==> src/rtl/int_ctrl_if.sv <==
// Bus bundle for int_ctrl: interrupt sources, register port and CPU trap handshake.
// The slave modport is the controller; the master modport is the CPU/system side.
interface int_ctrl_if;
  logic [3:0]  irq_src;
  logic        reg_we;
  logic [1:0]  reg_addr;
  logic [31:0] reg_wdata;
  logic [31:0] reg_rdata;
  logic        int_req;
  logic [1:0]  int_id;
  logic [31:0] int_vec;
  logic        int_ack;
  logic        int_done;

  modport slave (
    input  irq_src, reg_we, reg_addr, reg_wdata, int_ack, int_done,
    output reg_rdata, int_req, int_id, int_vec
  );

  modport master (
    output irq_src, reg_we, reg_addr, reg_wdata, int_ack, int_done,
    input  reg_rdata, int_req, int_id, int_vec
  );
endinterface

==> src/rtl/int_ctrl.sv <==
// Four-source edge-triggered interrupt controller with vectored, non-nesting request/ack/done handshake.
// Optional: define INT_CTRL_ROUND_ROBIN_EN for round-robin arbitration (default is fixed, lowest index wins).
module int_ctrl #(
  parameter logic [31:0] VEC_BASE   = 32'h0000_0004,
  parameter logic [31:0] VEC_STRIDE = 32'd4
) (
  input logic       clk,
  input logic       rst,
  int_ctrl_if.slave bus
);

  typedef enum logic [1:0] {
    IDLE    = 2'd0,
    REQ     = 2'd1,
    SERVICE = 2'd2
  } state_t;

  state_t      r_state;
  logic        r_gie;
  logic [3:0]  r_mask;
  logic [3:0]  r_pending;
  logic [3:0]  r_overflow;
  logic [3:0]  r_irqPrev;
  logic        r_intReq;
  logic [1:0]  r_intId;
  logic [31:0] r_intVec;

  logic [3:0]  w_edge;
  logic [3:0]  w_eligible;
  logic [3:0]  w_pendClr;
  logic [3:0]  w_ovfClr;
  logic [3:0]  w_ackClr;
  logic [1:0]  w_winner;
  logic [31:0] w_rdata;
  logic        w_unused;

  always_comb begin
    w_edge     = bus.irq_src & ~r_irqPrev;
    w_eligible = r_pending & r_mask & {4{r_gie}};
    w_pendClr  = (bus.reg_we && bus.reg_addr == 2'd2) ? bus.reg_wdata[3:0] : 4'd0;
    w_ovfClr   = (bus.reg_we && bus.reg_addr == 2'd3) ? bus.reg_wdata[7:4] : 4'd0;
    w_ackClr   = (r_state == REQ && bus.int_ack) ? (4'b0001 << r_intId) : 4'd0;
  end

`ifdef INT_CTRL_ROUND_ROBIN_EN
  logic [1:0] r_lastGrant;

  // Search starts just after the last granted source; lowest offset wins.
  always_comb begin
    logic [1:0] idx;
    idx      = 2'd0;
    w_winner = 2'd0;
    for (int k = 3; k >= 0; k--) begin
      idx = r_lastGrant + 2'(k + 1);
      if (w_eligible[idx]) w_winner = idx;
    end
  end
`else
  always_comb begin
    w_winner = 2'd0;
    for (int k = 3; k >= 0; k--) begin
      if (w_eligible[k]) w_winner = 2'(k);
    end
  end
`endif

  // New edges are ORed in last so a same-cycle set beats any clear.
  always_ff @(posedge clk) begin
    if (rst) begin
      r_irqPrev  <= 4'd0;
      r_pending  <= 4'd0;
      r_overflow <= 4'd0;
      r_gie      <= 1'b0;
      r_mask     <= 4'd0;
    end else begin
      r_irqPrev  <= bus.irq_src;
      r_pending  <= (r_pending & ~w_pendClr & ~w_ackClr) | w_edge;
      r_overflow <= (r_overflow & ~w_ovfClr) | (w_edge & r_pending);
      if (bus.reg_we && bus.reg_addr == 2'd0) r_gie  <= bus.reg_wdata[0];
      if (bus.reg_we && bus.reg_addr == 2'd1) r_mask <= bus.reg_wdata[3:0];
    end
  end

  always_ff @(posedge clk) begin
    if (rst) begin
      r_state  <= IDLE;
      r_intReq <= 1'b0;
      r_intId  <= 2'd0;
      r_intVec <= VEC_BASE;
`ifdef INT_CTRL_ROUND_ROBIN_EN
      r_lastGrant <= 2'd3;
`endif
    end else begin
      case (r_state)
        IDLE: begin
          if (w_eligible != 4'd0) begin
            r_state  <= REQ;
            r_intReq <= 1'b1;
            r_intId  <= w_winner;
            r_intVec <= VEC_BASE + VEC_STRIDE * {30'd0, w_winner};
          end
        end
        REQ: begin
          if (bus.int_ack) begin
            r_state  <= SERVICE;
            r_intReq <= 1'b0;
`ifdef INT_CTRL_ROUND_ROBIN_EN
            r_lastGrant <= r_intId;
`endif
          end
        end
        SERVICE: begin
          if (bus.int_done) r_state <= IDLE;
        end
        default: begin
          r_state  <= IDLE;
          r_intReq <= 1'b0;
        end
      endcase
    end
  end

  always_comb begin
    w_rdata = 32'd0;
    case (bus.reg_addr)
      2'd0:    w_rdata = {31'd0, r_gie};
      2'd1:    w_rdata = {28'd0, r_mask};
      2'd2:    w_rdata = {28'd0, r_pending};
      default: w_rdata = {24'd0, r_overflow, r_state, r_intId};
    endcase
  end

  assign w_unused      = ^bus.reg_wdata[31:8];
  assign bus.reg_rdata = w_rdata;
  assign bus.int_req   = r_intReq;
  assign bus.int_id    = r_intId;
  assign bus.int_vec   = r_intVec;

endmodule

==> src/flat_wrapper.sv <==
// flat-port wrapper written by rule: the top's interface ports become plain ports
module int_ctrl_flat 
#(
  parameter logic [31:0] VEC_BASE   = 32'h0000_0004,
  parameter logic [31:0] VEC_STRIDE = 32'd4
)
  (clk, rst, bus_irq_src, bus_reg_we, bus_reg_addr, bus_reg_wdata, bus_int_ack, bus_int_done, bus_reg_rdata, bus_int_req, bus_int_id, bus_int_vec);
  int_ctrl_if bus_i ();
  input logic clk;
  input logic rst;
  input wire logic [$bits(bus_i.irq_src)-1:0] bus_irq_src;
  input wire logic [$bits(bus_i.reg_we)-1:0] bus_reg_we;
  input wire logic [$bits(bus_i.reg_addr)-1:0] bus_reg_addr;
  input wire logic [$bits(bus_i.reg_wdata)-1:0] bus_reg_wdata;
  input wire logic [$bits(bus_i.int_ack)-1:0] bus_int_ack;
  input wire logic [$bits(bus_i.int_done)-1:0] bus_int_done;
  output wire logic [$bits(bus_i.reg_rdata)-1:0] bus_reg_rdata;
  output wire logic [$bits(bus_i.int_req)-1:0] bus_int_req;
  output wire logic [$bits(bus_i.int_id)-1:0] bus_int_id;
  output wire logic [$bits(bus_i.int_vec)-1:0] bus_int_vec;
  assign bus_i.irq_src = bus_irq_src;
  assign bus_i.reg_we = bus_reg_we;
  assign bus_i.reg_addr = bus_reg_addr;
  assign bus_i.reg_wdata = bus_reg_wdata;
  assign bus_i.int_ack = bus_int_ack;
  assign bus_i.int_done = bus_int_done;
  assign bus_reg_rdata = bus_i.reg_rdata;
  assign bus_int_req = bus_i.int_req;
  assign bus_int_id = bus_i.int_id;
  assign bus_int_vec = bus_i.int_vec;
  int_ctrl #(.VEC_BASE(VEC_BASE), .VEC_STRIDE(VEC_STRIDE)) u_core (.clk(clk), .rst(rst), .bus(bus_i));
endmodule
==> config.mk <==
export PLATFORM = sky130hd
export DESIGN_NAME = int_ctrl_flat
export DESIGN_NICKNAME = d
export VERILOG_FILES = /design/src/rtl/int_ctrl_if.sv /design/src/rtl/int_ctrl.sv /design/src/flat_wrapper.sv
export SDC_FILE = /design/constraint.sdc
export NUM_CORES = 1
export LEC_CHECK = 0
export CAP_MARGIN = 20
export CELL_PAD_IN_SITES_DETAIL_PLACEMENT = 1
export CELL_PAD_IN_SITES_GLOBAL_PLACEMENT = 2
export CORE_AREA = 2 2 96 98
export CTS_CLUSTER_DIAMETER = 150
export DETAILED_ROUTE_END_ITERATION = 8
export DIE_AREA = 0 0 98 100
export PLACE_DENSITY_LB_ADDON = 0.1
export SYNTH_ARGS = -nofsm -noshare
export SYNTH_HDL_FRONTEND = slang
export SYNTH_SLANG_ARGS = --single-unit
==> constraint.sdc <==
create_clock -name clk -period 1.88 [get_ports clk]
set_input_delay 0.282 -clock clk [delete_from_list [all_inputs] [get_ports clk]]
set_output_delay 0.282 -clock clk [all_outputs]
set_load 0.005 [all_outputs]
==> metrics.md, run 1 <==
| Metric | Value |
|---|---|
| # port buffers | 32 |
| Placed insts | approximately 340 |
| Share of flip-flops with an asynchronous set or reset | 0 |
| Largest net degree at the start of global routing | 26 |
| Max incr delay on CP | about 0.5 ns |
| Clock slew at the register clock pins of the worst setup and hold paths | around 0.11 ns |
| Fin. Hold Viols | 0 |
| Post-route cell area | between 1500 and 2000 sq um |
| Worst Skew | roughly 0.011 ns |
| Nets | ~270 |
| Post-synth EDFFs | 0 |
| Initial antenna violation count | 0 |
| Clk sinks | 25 |
| CP Buf/Inv Count | 2 |
| Share of the synthesized area in the top cell type | 0.322 |
| Worst setup margin | around 0.13 ns |
| F_max | about 570 MHz |
| FILL cells | approximately 1100 |
| Worst vdd ir | roughly 0.00025 V |
| Commonest non-fill, non-tap cells in the layout | conb_1 (53), clkdlybuf4s50_1 (28), nand2_1 (21) |
| Status | complete, no violations |
| Drt first pass iters | 4 |
| WL final | around 4200 um |
| P_leak | just over 0.8 nW |
| Fin crit share | 0.929 |
| CP cell instances | inv_1, o21ai_1, a22o_1, clkdlybuf4s50_1 |
| RSZ-0062 raised after global routing | no |
| Total power per unit cell area | approximately 560 nW/um^2 |
| Top_reg_cell synth | dfxtp_1 |
| CORE AREA | 8890 sq um |
| Yosys warning count | 0 |
| Critical path class | flip-flop to output pin |
| Routed WL per cell | around 12 um |
| Final setup viols | 0 |
| Clock tree buffer depth | 2 |
| DR vias | between 1000 and 1500 |
| Max-cap violations | 0 |
| Sequential-to-total area share from yosys stat | 0.322 |
| Share of cells above drive strength 1 | 0.118 |
| Yosys cell types | 32 |
| Post-Place Setup Slack | -0.259 ns |
| Initial Util | 0.175 |
| # DRC | 0 |
| Delay-heaviest family, CP | buffers and inverters |
| Routability cong. | 0.715 |
| Clock Tree Root | clkbuf_8 |
| FP Rows | 35 |
| Antenna diode count | 0 |
| Syn Area/Cell | slightly above 8 sq um |
| Post-Synthesis Cells | about 190 |
| Slowest cell on crit path | clkdlybuf4s50_1 |
| Crit Path Max Fanout | 4 |
| Die ar. | approximately 9800 sq um |
| CTS Buf Count | 3 |
| GRT Util Overall | 0.0859 |
| ANT nets after route | 0 |
| Pins Over Slew Limit | 0 |
| CP Capture Type | output pin |
| CTS tree | built |
| Setup crit start kind | flip-flop |
| Sum Neg Setup Slack | 0 ns |
| # IOs | 110 |
| Post-Syn Area | about 1600 sq um |
| Non-Filler Instances | between 300 and 400 |
| Min Tclk post-route | roughly 1.7 ns |
| Vias in the first global route | 1164 |
| Critical Path RT | approximately 1.6 ns |
| Die span in x | ~100 um |
| First-pass GRT wire length | about 6500 um |
| Layout area overhead | 24.3% |
| DP HPWL | roughly 3300 um |
| Leading area contributor after synthesis | dfxtp_1 |
| H-tree levels | 1 |
| Gr ovfl total | 0 |
| Tot Pwr | about 1.1 mW |
| HP Class | flip-flop to flip-flop |
| Worst skew pair latency | 0.28 ns |
| FF+latch count, synth | 25 |
| Overall die height | about 100 um |
| # hold bufs at CTS | 0 |
| Top post-synthesis cells by area | dfxtp_1 (32%), buf_4 (26%), nand2_1 (5.1%) |
| Placed cell area | 1870 sq um |
| Initial DRC count | 37 |
| Vias per std cell | about 3.6 |
| Critical path arrival | between 1 and 1.5 ns |
| Commonest non-fill, non-tap cell in the layout | conb_1 |
-- path summary, 6_finish.rpt --
path,startpoint,endpoint,slack [ns],depth (start not counted)
max,u_core.r_pending[2]$_SDFF_PP0_,bus_reg_rdata[2],0.13,4
min,u_core.bus.int_req$_SDFFE_PP0P_,u_core.bus.int_req$_SDFFE_PP0P_,0.46,2
max reg2reg,u_core.r_mask[2]$_SDFFE_PP0P_,u_core.bus.int_vec[3]$_SDFFE_PP0P_,0.39,6
min reg2reg,u_core.bus.int_req$_SDFFE_PP0P_,u_core.bus.int_req$_SDFFE_PP0P_,0.46,2
-- area by class of cell --
class	count	area (sq um)	area share
multi-input cells	152	815	0.421
flip-flops and latches	25	510	0.264
repair buffers	43	402	0.208
well taps	111	139	0.0718
clock buffers	3	41.3	0.0214
inverters	5	18.8	0.00971
clock inverters	1	7.51	0.00388
-- registers in the layout (all words and copies together), names as in the netlist --
register / flops
u_core.r_mask: 4
u_core.bus.int_vec: 3
u_core.r_gie: 1
u_core.r_irqPrev: 4
u_core.bus.int_id: 2
u_core.r_overflow: 4
u_core.r_state: 2
u_core.r_pending: 4
u_core.bus.int_req: 1
-- routing by layer --
| metal | vias up | wire [um] | track usage |
|---|---|---|---|
| met1 | 578 | 2000 | 0.115 |
| li1 | 607 | - | - |
| met4 | 0 | 47 | 0.0353 |
| met5 | - | 0 | 0 |
| met2 | 46 | 1940 | 0.138 |
| met3 | 2 | 226 | 0.0139 |
-- cell usage after synthesis (2+ instances only) --
cell / count
o21ai_0: 4
clkbuf_1: 5
dfxtp_1: 25
nor2b_1: 7
nand3_1: 6
nand2b_1: 4
and3_1: 5
nor2_1: 10
inv_1: 5
buf_4: 53
a22o_1: 5
nand2_1: 21
mux2_2: 2
a2bb2oi_1: 3
mux2i_1: 3
a21oi_1: 12
and3b_1: 2
nor3b_1: 2
-- power breakdown --
group | internal [mW] | leakage (nW) | switching (mW)
Sequential | 0.550 | 0.207 | 0.0166
Clock | 0.151 | 0.0217 | 0.197
Combinational | 0.0853 | 0.592 | 0.0908
Total | 0.786 | 0.821 | 0.305
-- cells by family after synthesis --
kind of cell / count (synthesis) / share of synthesized area
buf+inv: 63 / 0.280
simple gates: 60 / 0.200
compound gates: 32 / 0.139
flops: 25 / 0.322
mux: 6 / 0.0483
fa+ha+maj: 1 / 0.00804
other cells: 1 / 0.00241
-- per-stage QoR --
step	util	hold WS, ns
floorplan	-	0.354
global placement	0.210	0.455
detailed placement	0.210	0.456
CTS	0.216	0.470
global route	0.217	0.497
finish	0.217	0.461
-- timing repair --
item                                    4_1_cts  5_1_grt
gates resized for setup                       7        9
setup buffers                                 0        1
pin swaps                                     0        1
endpoints found under the setup margin        8        3
-- worst reg2reg max path: stages (launching register included) --
cell	delay [ns]
dfxtp_1	0.40
nand2_1	0.08
a32o_1	0.28
nor2b_1	0.14
ha_1	0.29
mux2i_1	0.13
nor2_1	0.05
(Power assumes the default switching activity.)
==> run 2: changes to the inputs <==
Settings changed: SLEW_MARGIN from default to 15.
==> results of run 2 <==
Same layout as run 1: the final DEF is identical, and so are final timing and power.
